File: config.mk
export PLATFORM = sky130hd
export DESIGN_NAME = channel_select
export DESIGN_NICKNAME = d
export VERILOG_FILES = /design/src/rtl/channel_select.sv
export SDC_FILE = /design/constraint.sdc
export NUM_CORES = 1
export LEC_CHECK = 0
export CORE_MARGIN = 5
export CORE_UTILIZATION = 44
export CTS_BUF_LIST = sky130_fd_sc_hd__clkbuf_4
export DETAILED_ROUTE_END_ITERATION = 12
export PLACE_DENSITY = 0.8
export SYNTH_ARGS = -nofsm -noshare
export SYNTH_HDL_FRONTEND = slang
export SYNTH_SLANG_ARGS = --single-unit
export TNS_END_PERCENT = 20
File: constraint.sdc
create_clock -name clk -period 3.76 [get_ports clk]
set_input_delay 0.564 -clock clk [delete_from_list [all_inputs] [get_ports clk]]
set_output_delay 0.564 -clock clk [all_outputs]
set_load 0.005 [all_outputs]
File: src/rtl/channel_select.sv
// Channel selector behind the channelizer DIT stage. It tracks the position inside each
// N-channel frame, checks it against in_first, and forwards masked channels tagged with their index.
module channel_select #(
  parameter int           N            = 8,
  parameter int           LOGN         = 3,
  parameter int           WDTH         = 32,
  parameter int           MWDTH        = 1,
  parameter int           MSG_WIDTH    = 32,
  parameter logic [N-1:0] DEFAULT_MASK = {N{1'b1}},
  parameter bit           RESYNC       = 1'b1
) (
  input  logic                 clk,
  input  logic                 rst_n,
  input  logic [WDTH-1:0]      in_data,
  input  logic                 in_nd,
  input  logic [MWDTH-1:0]     in_m,
  input  logic                 in_first,
  input  logic [MSG_WIDTH-1:0] in_msg,
  input  logic                 in_msg_nd,
  output logic [WDTH-1:0]      out_data,
  output logic                 out_nd,
  output logic [MWDTH-1:0]     out_m,
  output logic [LOGN-1:0]      out_chan,
  output logic                 out_first_channel,
  output logic                 locked,
  output logic                 error
);

  typedef enum logic {SEARCH, LOCKED} state_t;

  localparam logic [LOGN-1:0] LAST_CHAN = LOGN'(N - 1);
  localparam logic [1:0]      OP_WRITE  = 2'b10;
  localparam logic [1:0]      OP_COMMIT = 2'b11;

  state_t          state;
  logic [LOGN-1:0] cnt;
  logic [N-1:0]    active_mask;
  logic [N-1:0]    pending_mask;
  logic            commit_pending;
  logic            seen_fwd;

  logic            proc;
  logic            misalign;
  logic            is_ch0;
  logic            apply;
  logic            fwd;
  logic            first_fwd;
  logic [LOGN-1:0] chan;
  logic [LOGN-1:0] next_cnt;
  logic [N-1:0]    mask_eff;
  logic [1:0]      opcode;
  logic [13:0]     chunk;

  assign opcode = in_msg[MSG_WIDTH-1 -: 2];
  assign chunk  = in_msg[29:16];

  generate
    if (MSG_WIDTH > 32) begin : g_wide_msg
      logic unused_msg;
      assign unused_msg = ^in_msg[MSG_WIDTH-3:30];
    end
  endgenerate

  // Decide which channel (if any) the incoming sample occupies and whether it is forwarded.
  always_comb begin
    // NOTE: every signal gets a default first, so no path through this block infers a latch.
    proc     = 1'b0;
    misalign = 1'b0;
    chan     = cnt;
    if (in_nd) begin
      if (state == SEARCH) begin
        proc = in_first;
        chan = '0;
      end else begin
        proc     = 1'b1;
        misalign = in_first ? (cnt != '0) : (cnt == '0);
        if (RESYNC && in_first) chan = '0;
      end
    end
    next_cnt  = (chan == LAST_CHAN) ? '0 : chan + LOGN'(1);
    is_ch0    = proc && (chan == '0);
    // A pending commit takes effect on the channel-0 sample itself.
    apply     = is_ch0 && commit_pending;
    mask_eff  = apply ? pending_mask : active_mask;
    fwd       = proc && mask_eff[chan];
    first_fwd = fwd && (is_ch0 || !seen_fwd);
  end

  always_ff @(posedge clk) begin
    if (!rst_n) begin
      state             <= SEARCH;
      cnt               <= '0;
      active_mask       <= DEFAULT_MASK;
      pending_mask      <= DEFAULT_MASK;
      commit_pending    <= 1'b0;
      seen_fwd          <= 1'b0;
      out_data          <= '0;
      out_nd            <= 1'b0;
      out_m             <= '0;
      out_chan          <= '0;
      out_first_channel <= 1'b0;
      locked            <= 1'b0;
      error             <= 1'b0;
    end else begin
      // NOTE: state registers use non-blocking assignments so every read above sees pre-edge values.
      out_nd            <= fwd;
      out_first_channel <= first_fwd;
      if (fwd) begin
        out_data <= in_data;
        out_m    <= in_m;
        out_chan <= chan;
      end

      if (proc) begin
        cnt      <= next_cnt;
        seen_fwd <= is_ch0 ? fwd : (seen_fwd | fwd);
      end

      if (in_nd && (state == SEARCH) && in_first) begin
        state  <= LOCKED;
        locked <= 1'b1;
      end

      if (misalign) error <= 1'b1;

      if (apply) begin
        active_mask    <= pending_mask;
        commit_pending <= 1'b0;
      end

      // A commit seen here is registered after the apply check, so it waits for the next channel 0.
      if (in_msg_nd) begin
        if (opcode == OP_COMMIT) commit_pending <= 1'b1;
        if (opcode == OP_WRITE) begin
          for (int j = 0; j < N; j++) begin
            if (int'(chunk) == j / 16) pending_mask[j] <= in_msg[j % 16];
          end
        end
      end
    end
  end

endmodule

## After elaboration in Yosys (flattened, before gate mapping)

Index checks and enable logic that the tools add are counted.

| storage, ports and cells | value |
|---|---|
| register bits after elaboration | 61 |
| input bits | 70 |
| output and inout port bits | 40 |
| logic and storage cells | 48 |

| cells by class | value |
|---|---|
| add/sub/neg operators | 1 |
| order comparisons | 1 |
| eq/ne operators | 3 |
| multiplexer cells | 16 |
| bitwise gates (word level) | 2 |
| reductions and logical operators | 13 |

Operators with widths:

| cell | count |
|---|---|
| $logic_not A14 Y1 | 1 |
| $mux W3 | 4 |
| $mux W1 | 10 |
| $mux W8 | 1 |
| $logic_and A1 B1 Y1 | 6 |
| $logic_not A3 Y1 | 2 |
| $eq A2 B2 Y1 const B | 2 |
| $lt A3 B4 Y1 const B | 1 |
| $add A3 B1 Y3 const B | 1 |
| $bmux W1 S3 | 1 |
| $eq A3 B3 Y1 const B | 1 |
| $reduce_and A3 Y1 | 1 |
| $reduce_bool A3 Y1 | 1 |
| $logic_not A1 Y1 | 1 |
| $logic_or A1 B1 Y1 | 1 |
| $not A1 Y1 | 1 |
| $or A1 B1 Y1 | 1 |

## Depth between registers and ports, before layout

Gate-level depths: netlist of run 1.

| logic depth | value |
|---|---|
| depth after elaboration | 12 |
| mapped depth | 14 |

## Worst setup path after synthesis of run 1

Ideal clock, no wire load.

| path | value |
|---|---|
| path type | input to register |
| start point | input port in_first |
| end point | register out_data[10] |
| library setup time | 0.072 ns |
| arrival | 2.812 ns |
| required time | 3.688 ns |
| path slack | 0.876 ns |
| stages on the path | 14 |
| buffers on the path | 3 |
| path through | nand2b_1 > nand2_2 > nand2_1 > ha_1 > and3_1 > o21ai_1 > buf_6 > mux2_1 > a2bb2oi_2 > nand3_2 > and2_1 > buf_6 > buf_6 > mux2i_1 |

| between the ends | value |
|---|---|
| cells in the longest elaborated chain, start to end | 10 |

RTL lines:

| element | line | source |
|---|---|---|
| start, declared | 17 | `input logic in_first,` |
| $mux W3 | 77 | `if (RESYNC && in_first) chan = '0;` |
| $mux W3 | 71 | `if (state == SEARCH) begin` |
| $mux W3 | 70 | `if (in_nd) begin` |
| $logic_not A3 Y1 | 81 | `is_ch0 = proc && (chan == '0);` |
| $logic_and A1 B1 Y1 | 81 |  |
| $logic_and A1 B1 Y1 | 83 | `apply = is_ch0 && commit_pending;` |
| $mux W8 | - |  |
| $bmux W1 S3 | 85 | `fwd = proc && mask_eff[chan];` |
| $mux W1 (not written as such) | 85 |  |
| $logic_and A1 B1 Y1 (*) | 85 |  |
| end signal, assigned | 109 | `out_data <= in_data;` |
| end, declared | 20 | `output logic [WDTH-1:0] out_data,` |

Every way passes the cells marked *; elsewhere a longest branch is shown, timed or not. The select of a mux whose other input is x is not followed.
A chain may end at the register's enable or synchronous reset.

## Worst setup path after layout of run 1

| path | value |
|---|---|
| start point | input port in_first |
| end point | register out_data[24] |

The elaborated chain is that of the path after synthesis.

==> results by stage, run 1 <==
Placed design:
- Detailed placement ended at an HPWL of 4770 um.
- At the end of routability-driven placement, the weighted congestion stood at 0.826.
- The placed cell area is about 3700 um^2.
- In this run the tool buffered the top-level ports with ~100 buffer cells.
- The number of placed instances, taps included, is between 400 and 500.

GRT:
- The wire length of the first global-routing pass is about 10,000 um.
- The overall fraction of global-route tracks in use is between 15 and 20%.
- The maximum number of pins on one net before global-route repair is between 40 and 50.
- After global routing the overflow that remains totals 0.
- The initial antenna violation count is 0.
- The via count of the first global-routing pass is ~2,200.

Floorplanning:
- The height of the die is ~87 um.
- Pin placement for this block handled between 100 and 150 I/O pins.
- In this run the standard cell core region covers between 5000 and 6000 um^2.
- The starting density of the core is ~45%.
- The standard-cell row count is 28.
- The overall die area is 7590 um^2.
- Measured along the x axis, the die boundary spans approximately 87 um.

Timing:
- Setup total negative slack on the finished layout was measured at 0 ns.
- The count of final max-slew check failures was 0.
- The shortest period the worst path allows is between 3 and 4 ns.
- Measured against its own limit, the worst slew margin works out to between 50% and 60%.
- The number of hold-slack violations in the final timing report is 0.
- For this run, the top clock speed supported by timing is 321 MHz.
- Setup violations remaining at the end of the flow were counted as 0.
- Setup repair after global routing left no endpoint under its margin.
- The transition time at the pin with the least slew margin is ~0.69 ns.
- The final critical-path share of the clock period is between 80% and 90%.
- The clock skew is 0.0145 ns.

Critical path:
- The cell class contributing the biggest share of worst-path delay is simple AND/OR/NAND/NOR gates.
- The slowest stage of the critical path is the sky130_fd_sc_hd__clkdlybuf4s50_1 cell.
- The critical path buffer and inverter count is 3.
- The critical path data required time is just over 4 ns.
- Walking the worst path, the cells encountered are clkdlybuf4s50_1, nand2b_1, nand2_2, nand2_1, ha_1, and3_1, o21ai_1, buf_4, mux2i_1, nand2_1, nand3_2, and2_2, buf_4, mux2i_1.
- The endpoint arrival time on the critical path is around 3.4 ns.
- The largest stage delay on the critical path is about 0.43 ns.
- STA classifies the critical path endpoint as a flop.
- The worst setup path is of the primary input to flop kind.
- The worst setup path is launched from a primary input.
- Along the worst path, the maximum fanout reaches 15.

Status:
- The flow ran to the end, and the final reports show no timing, DRC or antenna violations.

Detailed routing:
- In the final routed layout, each cell accounts on average for 13.7 um.
- The total routed wirelength is between 6000 and 7000 um.
- The number of search-and-repair iterations in the first detailed-routing pass is 4.
- The detailed router finished its first iteration with 60 violations.
- The vias after detailed routing is 2,237.
- In the routed design, unresolved DRC markers number 0.
- The routed via count divided by cell count is between 4 and 5.
- The count of nets left with antenna violations once routing finished came out at 0.

Synthesis:
- The number of enable flip-flop cells after synthesis is 0.
- The main flop type after synthesis is sky130_fd_sc_hd__dfxtp_1.
- The synthesized netlist occupies a cell area of approximately 2600 um^2.
- The mean instance size in the synthesized netlist is between 9 and 10 um^2.
- The proportion of netlist area held by the largest area contributor is between 40% and 50%.
- The number of instances in the synthesized netlist is 283.
- The dominant combinational cell family by area after synthesis is multiplexers.
- The fraction of the mapped netlist area in compound gates is between 7 and 8%.
- The simple-gate share of the synthesized area is between 10% and 20%.
- Of the total synthesized cell area, the portion taken by XOR and XNOR cells is 0.334%.
- Multiplexer cells account for 20.6% of the synthesized area.
- By area the synthesized netlist is led by sky130_fd_sc_hd__dfxtp_1 47%, sky130_fd_sc_hd__mux2i_1 19%, sky130_fd_sc_hd__nand2_1 13%.
- The synthesized netlist contains 36 unique library cells.
- Counting every net in the synthesized netlist gives approximately 360.
- The Yosys step of the flow raised 0 warnings.
- Sequential elements use 46.6% of the synthesized area.
- Synthesis inferred 61 register bits.
- The largest total area in the synthesized netlist belongs to sky130_fd_sc_hd__dfxtp_1.
- The adder and majority cell fraction of the synthesized area is less than 1%.
- In the synthesized netlist the async set-or-reset flop fraction comes to 0%.

Worst hold path:
- The worst hold path class is flop to flop.

Final layout:
- The post-layout instance count excluding filler cells is 465.
- The filler cell count in the final layout is about 480.
- The proportion of layout cells with a drive suffix above 1 is slightly below 9%.
- The area of all placed cells without fillers is around 3800 um^2.
- The repair_antennas step left the layout with diodes totalling 0.
- The number of nets in the finished design is 459.
- Relative to the synthesized area, the layout overhead comes to 44.7%.

Pwr:
- Net switching is about a quarter of the power.
- The power dissipated by switching net loads is around 310 uW.
- The leakage dissipation is between 1.5 and 2 nW.
- The share of total power dissipated in sequential elements is 55.2%.
- The worst-case IR drop observed on VDD is approximately 230 uV.
- The power per cell area is ~330 nW/um^2.
- Combinational logic is responsible for between 10% and 20% of the overall power.
- The clock network is responsible for 27.6% of the overall power.
- Internal power comes to approximately 940 uW.

CTS:
- After clock tree synthesis, the clock-pin slew on the worst setup and hold paths is 0.09 ns.
- Gates resized during post-CTS repair numbered 0.
- In this run the number of H-tree levels came out at 3.
- The post-CTS setup buffer count is 0.
- The number of clock buffers added by TritonCTS is 9.
- The clock root buffer is sky130_fd_sc_hd__clkbuf_4.
- Counting along the longest clock path gives a buffer depth of 2.
- The number of buffers added to fix hold violations after cts is 0.
- The clock net in this run drives a total of 61 sinks.
- TritonCTS built the clock tree.
- The clock insertion delay at the later pin of the skew report is a little under 0.4 ns.

Flow run:
- The max capacitance violation total is 0.
cells in the final DEF, fill, tap and decap left out, drive strengths merged, types with 2 or more instances in the layout:
cell | netlist | layout
clkdlybuf4s50 | 0 | 100
nand2 | 93 | 93
dfxtp | 61 | 61
mux2i | 49 | 49
clkbuf | 11 | 10
buf | 6 | 10
a21oi | 9 | 9
nor2 | 5 | 5
inv | 5 | 5
o21ai | 5 | 5
nand2b | 4 | 4
nor4 | 4 | 4
nand3 | 4 | 4
mux2 | 4 | 4
clkinv | 0 | 4
and3 | 2 | 2
a221oi | 2 | 2
a211oi | 2 | 2
o22ai | 2 | 2
a21o | 2 | 2
or2 | 2 | 2
ha | 2 | 2
state kept, by name (all words and copies together) (netlist names), 3 cells and up:
register      count
out_chan          3
cnt               3
out_data         32
active_mask       8
pending_mask      8
cell type report:
| class | instances | area (um^2) | area share, % |
|---|---|---|---|
| Sequential cell | 61 | 1220 | 32.2 |
| Clock buffer | 10 | 75.1 | 1.98 |
| Timing Repair Buffer | 110 | 1090 | 28.7 |
| Clock inverter | 4 | 17.5 | 0.462 |
| Multi-Input combinational cell | 200 | 1280 | 33.7 |
| Tap cell | 75 | 93.8 | 2.48 |
| Inverter | 5 | 18.8 | 0.495 |
Yosys cell counts, drive strengths merged, types with 2 or more instances:
cell type,instances
a211oi,2
a221oi,2
nand2,93
and3,2
inv,5
clkbuf,11
or2,2
nand2b,4
o22ai,2
nor4,4
nor2,5
a21o,2
a21oi,9
o21ai,5
mux2i,49
ha,2
mux2,4
buf,6
dfxtp,61
nand3,4
layer usage:
metal / up-vias / track usage, % / routed length [um]
met5: - / 0 / 0
met4: 0 / 7.67 / 142
met3: 11 / 7.28 / 629
met2: 73 / 28.0 / 2970
met1: 994 / 18.9 / 2620
li1: 1159 / - / -
cells by family (layout without fill, tap and decap cells):
logic type | count (synthesis) | in the layout
muxes | 53 | 53
AOI/OAI and AO/OA | 26 | 26
DFF | 61 | 61
and+or+nand+nor | 118 | 118
buffers and inverters | 22 | 129
adders and majority gates | 2 | 2
xor gates and xnor gates | 1 | 1
worst paths after layout:
check	end	cells after the start	start	slack [ns]
worst max-delay path	out_data[24]	14	in_first	0.64
worst min-delay path	out_data[13]	2	out_data[13]	0.46
worst min register to register	out_data[13]	2	out_data[13]	0.46
worst max register to register	out_data[24]	13	state	0.84
power by group through the flow:
stage / Combinational [mW] / Sequential (mW) / Clock [mW]
2_1_floorplan: 0.0870 / 0.703 / 0
3_3_place_gp: 0.214 / 0.704 / 0
3_5_place_dp: 0.217 / 0.705 / 0
4_1_cts: 0.219 / 0.691 / 0.358
5_1_grt: 0.235 / 0.695 / 0.390
6_report: 0.216 / 0.690 / 0.345
per-stage QoR:
stage               hold slack [ns]  utilization [%]  power (mW)  setup WS, ns
detailed placement            0.451             63.2       0.922         0.246
CTS                           0.464             64.8        1.27         0.623
global placement              0.443             63.2       0.917         0.329
finish                        0.459             64.8        1.25         0.643
global route                  0.491             64.8        1.32         0.439
floorplan                     0.434                -       0.790         0.876
worst reg2reg max path: stages, from the launching register on:
cell,delay (ns)
sky130_fd_sc_hd__dfxtp_1,0.48
sky130_fd_sc_hd__nand2b_1,0.10
sky130_fd_sc_hd__nand2_2,0.10
sky130_fd_sc_hd__nand2_1,0.10
sky130_fd_sc_hd__ha_1,0.25
sky130_fd_sc_hd__and3_1,0.18
sky130_fd_sc_hd__o21ai_1,0.26
sky130_fd_sc_hd__buf_4,0.22
sky130_fd_sc_hd__mux2i_1,0.23
sky130_fd_sc_hd__nand2_1,0.10
sky130_fd_sc_hd__nand3_2,0.13
sky130_fd_sc_hd__and2_2,0.20
sky130_fd_sc_hd__buf_4,0.27
sky130_fd_sc_hd__mux2i_1,0.24
Note: power is estimated with default switching activity, not from simulation.
==> inputs of run 2 (changes only) <==
--- a/config.mk
+++ b/config.mk
@@ -6,10 +6,10 @@
 export NUM_CORES = 1
 export LEC_CHECK = 0
 export CORE_MARGIN = 5
-export CORE_UTILIZATION = 44
+export CORE_UTILIZATION = 40
 export CTS_BUF_LIST = sky130_fd_sc_hd__clkbuf_4
 export DETAILED_ROUTE_END_ITERATION = 12
-export PLACE_DENSITY = 0.8
+export PLACE_DENSITY = 0.77
 export SYNTH_ARGS = -nofsm -noshare
 export SYNTH_HDL_FRONTEND = slang
 export SYNTH_SLANG_ARGS = --single-unit
==> constraint.sdc (replaced) <==
create_clock -name clk -period 2.72 [get_ports clk]
set_input_delay 0.408 -clock clk [delete_from_list [all_inputs] [get_ports clk]]
set_output_delay 0.408 -clock clk [all_outputs]
set_load 0.005 [all_outputs]
==> results by stage, run 2 (synthesis gave the netlist of run 1 again) <==
Timing:
- The setup TNS is 0 ns (unchanged).
- The count of final max-slew check failures is 0 (unchanged).
- The worst path uses between 90% and 100% of the clock period.
- The total of endpoints with negative setup slack in the final report was 0 (unchanged).
- The hold slack is 0.463 ns (+0.00491 ns).
- The clock skew is 0.00824 ns (-0.00627 ns).
- The headroom to the max-slew limit is 67.1% (+13 points).
- The transition time at the pin with the least slew margin was 0.494 ns (-0.193 ns).
- The number of hold-slack violations in the final timing report is 0 (unchanged).
- The worst path needs 2.60 ns of the cycle, external delays included.
- The maximum clock rate is 384 MHz.

Critical path:
- The number of cell instances on the worst register-to-register path is 11 (-2).
- Traced cell by cell, the critical path runs through clkdlybuf4s50_1, nand2b_1, nand2_2, nand2_1, ha_1, and3_1, o21ai_1, buf_4, mux2_1, a2bb2oi_2, nand3_2, and2_4, clkbuf_16, mux2i_1.
- The reg-to-reg setup timing slack is 0.24 ns (-0.60 ns).
- The kind of critical path is primary input to flop.
- The largest stage delay on the critical path is 0.42 ns (about the same).
- The critical path data required time came to 3.04 ns (-1.04 ns).
- The biggest fanout along the worst timing path was 8 (-7).
- The master of the slowest instance on the critical path is sky130_fd_sc_hd__clkdlybuf4s50_1.
- The endpoint arrival time on the critical path is 2.93 ns (-0.50 ns).
- STA classifies the critical path startpoint as a primary input.
- STA classifies the critical path endpoint as a flop.
- The endpoint identified for the worst register-to-register timing path is out_data[9].
- The startpoint identified for the worst register-to-register timing path is cnt[1].

Pwr:
- The total power was 1.86 mW (+48%).
- The largest vdd supply drop is 335 uV (+43%).
- The leakage dissipation is 1.68 nW (+5.2%).
- The power per cell area is 469 nW/um^2 (+42%).

CTS:
- TritonCTS built the clock tree.
- The clock root buffer is sky130_fd_sc_hd__clkbuf_4.
- The CTS clock-pin slew for the worst setup and hold paths is 0.09 ns (about the same).
- The clock insertion delay at the later pin of the skew report was 0.39 ns (about the same).
- The clock net sink count is 61 (unchanged).
- The post-CTS setup buffer count was 0 (unchanged).
- The number of gates resized after CTS is 0 (unchanged).
- The maximum number of buffers from clock root to sink is 2 (unchanged).
- The number of buffers added to fix hold violations after cts is 0 (unchanged).
- The number of H-tree levels was 3 (unchanged).
- The number of buffers added by the clock tree synthesis step is 9 (unchanged).

Floorplanning:
- The standard cell core area came to 6350 um^2 (+8.5%).
- The count of pins on the block boundary is 110 (unchanged).
- The starting density of the core was 41.2% (-3.5 points).
- The standard-cell row count is 29 (+3.6%).
- The die span in x was 90.9 um (+4.3%).
- The overall die area is 8260 um^2 (+8.8%).
- The height of the die is 90.9 um (+4.3%).

Final layout:
- The most common cell after layout, fill and taps aside is sky130_fd_sc_hd__clkdlybuf4s50_1.
- The largest registers in the layout are out_data (32), active_mask (8), pending_mask (8).
- The filler cell count in the final layout is 528 (+9.8%).
- The largest register by flop count is out_data.
- The area of all placed cells without fillers is 3960 um^2 (+4.6%).
- The proportion of layout cells with a drive suffix above 1 came to 11.2% (+2.5 points).
- The number of nets in the finished design is 470 (+2.4%).
- The antenna cell count is 0 (unchanged).
- The synthesis-to-layout area growth is 51.4%.
- The top cell types in the final layout, fill and taps aside, are 100 x sky130_fd_sc_hd__clkdlybuf4s50_1, 91 x sky130_fd_sc_hd__nand2_1, 61 x sky130_fd_sc_hd__dfxtp_1, 48 x sky130_fd_sc_hd__mux2i_1, 15 x sky130_fd_sc_hd__buf_4.
- The flip-flop count of the largest register after layout was 32 (unchanged).

Status:
- The flow ran to the end, and the final reports show no timing, DRC or antenna violations.

Detailed routing:
- The vias after detailed routing is 2,317 (+3.6%).
- The number of search-and-repair iterations in the first detailed-routing pass came to 4 (unchanged).
- The number of DRC markers after the initial detailed-route iteration is 97 (+62%).
- The routed via count divided by cell count is 4.85 (+0.76%).
- The routed wire length per instance is 13.5 um (-1.5%).
- The residual antenna-violating net count after detailed routing is 0 (unchanged).
- The total routed wirelength is 6440 um (+1.2%).
- The post-detailed-route DRC marker count is 0 (unchanged).

GRT:
- The met3 layer usage reported by global route is 7.17% (-0.12 points).
- The initial antenna violation count is 0 (unchanged).
- The wire length of the first global-routing pass is 10,400 um (+2.9%).
- The fraction of met1 tracks used by global routing is 17.9% (-0.99 points).
- In this run the most used layer during global routing was met2.
- The maximum number of pins on one net before global-route repair is 54 (+15%).
- The via count of the first global-routing pass was 2,188 (-1.1%).
- The met2 capacity usage during global routing is 23.8% (-4.1 points).
- The overall fraction of global-route tracks in use is 15.3% (-1.7 points).
- The remaining global-route overflow was 0 (unchanged).

Worst hold path:
- The worst hold path depth is 2 (unchanged).
- The min-delay analysis places its worst path in the category flop to flop.
- The startpoint identified for the worst hold timing path is out_data[25].
- The terminating pin of the worst hold path is out_data[25].

Placed design:
- The number of buffers added on ports was 101 (unchanged).
- The placed cell area came to 3790 um^2 (+2.6%).
- The placer congestion estimate is 0.889 (+7.5%).
- The half-perimeter wire length after detailed placement is 4740 um (-0.57%).

Flow run:
- The max capacitance violation total is 0 (unchanged).
run 2: cell type report:
class                           count  area (um^2)  share of cell area, %
Sequential cell                    61         1220                   30.8
Inverter                            5         18.8                  0.473
Timing Repair Buffer              121         1230                   31.0
Clock inverter                      4         41.3                   1.04
Tap cell                           77         96.3                   2.43
Clock buffer                       10         75.1                   1.89
Multi-Input combinational cell    200         1280                   32.4
run 2: how the worst max path moves through the flow:
| stage | from | end | slack (ns) | depth (start not counted) |
|---|---|---|---|---|
| final | in_first | out_data[9] | 0.12 | 14 |
| after global routing | in_first | out_data[14] | -0.0007 | 15 |
| after CTS | in_first | out_data[8] | 0.11 | 14 |
| after detailed placement | in_first | out_data[12] | -0.31 | 14 |
| after global placement | in_first | out_data[15] | -0.27 | 14 |
| after floorplan | in_first | out_data[10] | 0.00001 | 14 |
run 2: layer usage:
layer | part of all wire [%] | routed length [um]
met5 | 0 | 0
met4 | 1.4 | 87
met3 | 10 | 645
met2 | 47 | 3020
met1 | 42 | 2680
run 2: power by group:
part	internal (mW)	switching [mW]	leakage [nW]	total (mW)
clock	0.273	0.308	0.0648	0.581
sequential	0.930	0.0187	0.498	0.949
combinational	0.208	0.120	1.12	0.328
run 2: worst max-delay path: cells and delay by family:
kind,cells,cell delay [ns]
adders and majority gates,1,0.21
muxes,2,0.52
and+or+nand+nor,6,0.81
buffers and inverters,3,0.78
AOI/OAI and AO/OA,2,0.20
run 2: metrics by stage:
| step | std cells | util, % | setup WS, ns |
|---|---|---|---|
| floorplan | 283 | - | 0.0000144 |
| global placement | 462 | 59.7 | -0.269 |
| detailed placement | 462 | 59.7 | -0.310 |
| CTS | 476 | 61.6 | 0.107 |
| global route | 478 | 62.4 | -0.000666 |
| finish | 478 | 62.4 | 0.116 |
==> RTL change: new RTL, config.mk and constraints of run 1 <==
Register the output `out_data` once more, with the module's reset; this adds one clock of latency there. The other outputs are not delayed to match.
--- a/src/rtl/channel_select.sv
+++ b/src/rtl/channel_select.sv
@@ -32,4 +32,6 @@
   localparam logic [1:0]      OP_WRITE  = 2'b10;
   localparam logic [1:0]      OP_COMMIT = 2'b11;
+
+  logic [WDTH-1:0] out_data_s0;
 
   state_t          state;
@@ -95,5 +97,5 @@
       commit_pending    <= 1'b0;
       seen_fwd          <= 1'b0;
-      out_data          <= '0;
+      out_data_s0       <= '0;
       out_nd            <= 1'b0;
       out_m             <= '0;
@@ -107,5 +109,5 @@
       out_first_channel <= first_fwd;
       if (fwd) begin
-        out_data <= in_data;
+        out_data_s0 <= in_data;
         out_m    <= in_m;
         out_chan <= chan;
@@ -141,4 +143,12 @@
   end
 
+  always_ff @(posedge clk) begin
+    if (!rst_n) begin
+      out_data <= '0;
+    end else begin
+      out_data <= out_data_s0;
+    end
+  end
+
 endmodule
 
Function: changed (a bounded check fails within 4 cycles, from zero or initial values and one cycle with rst_n low).
==> RTL change against run 1 <==
- critical path depth down 2
- register-to-register slack improved by 0.17 ns
- fmax is 6.0% higher
- cell count rose by 19%
- design area rose by 20%
- count of clock-buffer cells in the layout stayed put
- sequential cell count rose by 32
- non-clock buffer count decreased by 3
- clock power is 79% higher
- setup slack better by 0.18 ns
- area after synthesis is 28% higher
- wire length rose by 14%
- total power rose by 48%
- critical path type unchanged
- critical endpoint is now out_chan[1]
==> RTL change: results (changes against run 1) <==
largest net degree at the start of global routing: 51 (+8.5%)
main area contributors after synthesis: dfxtp_1, nand2_1, and2_1
crit path DAT: 3.25 ns (-0.18 ns)
hold_ws: 0.463 ns (+0.00488 ns)
flop2flop setup slack: 1.01 ns (+0.17 ns)
clock skew: 0.0212 ns (+0.00670 ns)
fraction of layout cells with a size suffix above 1: 6.84% (-1.9 points)
DR vias/cell: 4.89 (+1.6%)
status: finished clean
Largest regs: out_data: 32 flops, out_data_s0: 32 flops
WL/cell: 13.1 um (-4.3%)
clk_lat worst skew: 0.43 ns (+0.04 ns)
peak supply drop: 166 uV (-29%)
first-pass GRT wire length: 12.0 mm (+19%)
# fillers: 588 (+22%)
placed inst area: 4390 um2 (+19%)
family with the most delay on the worst path: buffers and inverters
Largest stage delay, worst path: 0.55 ns (+0.12 ns)
crit path max fanout: 37 (+22)
DRT iter0 DRCs: 79 (+32%)
synth cell count leaders: dfxtp_1, nand2_1, nand3_1
Leakage: 1.75 nW (+9.6%)
Relative slew margins: 50.3% (-3.6 points)
vias in the first global route: 2,572 (+16%)
Syn Nets: 428 (+21%)
routability cong.: 0.777 (-5.9%)
# nets final: 520 (+13%)
dpl hpwl: 4.96 mm (+4.1%)
==> RTL change: cell types whose count changed after synthesis, sizes merged, moves of 2 or more <==
cell	run 1	this run
and2	1	33
a311oi	0	2
buf	6	16
nor2b	1	3
nand2	93	58
nand3	4	37
mux2i	49	17
dfxtp	61	93
o21ai	5	38
a221oi	2	0
==> RTL change: cell type report <==
cell class | count | area [um2] | share of cell area [%]
timing repair buffer | 107 | 1060 | 23.3
clock buffer | 10 | 75.1 | 1.65
sequential | 93 | 1860 | 40.8
multi-input combinational | 232 | 1330 | 29.1
tap | 99 | 124 | 2.71
inverter | 5 | 18.8 | 0.411
clock inverter | 6 | 93.8 | 2.06
==> RTL change: kinds of logic (layout without fill, tap and decap cells) <==
group / after synthesis / count (layout) / synth area share, %
and+or+nand+nor: 149 / 149 / 22.3
DFF: 93 / 93 / 55.5
AOI/OAI and AO/OA: 60 / 60 / 10.1
buffers and inverters: 31 / 128 / 5.03
muxes: 20 / 20 / 6.08
adders and majority gates: 2 / 2 / 0.745
xor gates and xnor gates: 1 / 1 / 0.261
==> RTL change: final timing paths <==
path                from     endpoint  depth (start not counted)
max             in_first  out_chan[1]                         12
min          out_chan[2]  out_chan[2]                          2
max reg2reg        state  out_chan[1]                         12
min reg2reg  out_chan[2]  out_chan[2]                          2
==> RTL change: tightest hold or removal path, stage by stage, from the launching register on <==
cell     delay (ns)
dfxtp_1        0.33
nand2_1        0.05
a21oi_1        0.05
==> RTL change: power by group <==
group | internal, W | leakage, nW | total (W) | switching, W
registers | 0.00102 | 0.758 | 0.00104 | 0.0000132
clock network | 0.000283 | 0.0876 | 0.000618 | 0.000335
logic | 0.000116 | 0.908 | 0.000198 | 0.0000817
==> RTL change: routing by layer <==
layer / global-route usage [%] / part of all wire (%) / vias up
met2: 24.1 / 46 / 73
met5: 0 / 0 / -
met1: 19.6 / 47 / 1223
li1: - / - / 1388
met3: 3.80 / 5.1 / 13
met4: 7.77 / 2.0 / 0
==> RTL change: stage by stage <==
stage               std cells  utilization [%]  setup slack [ns]
floorplan                 356                -              1.18
global placement          536             59.9             0.431
detailed placement        536             59.9             0.389
CTS                       552             62.2             0.873
global route              552             62.2             0.637
finish                    552             62.2             0.821
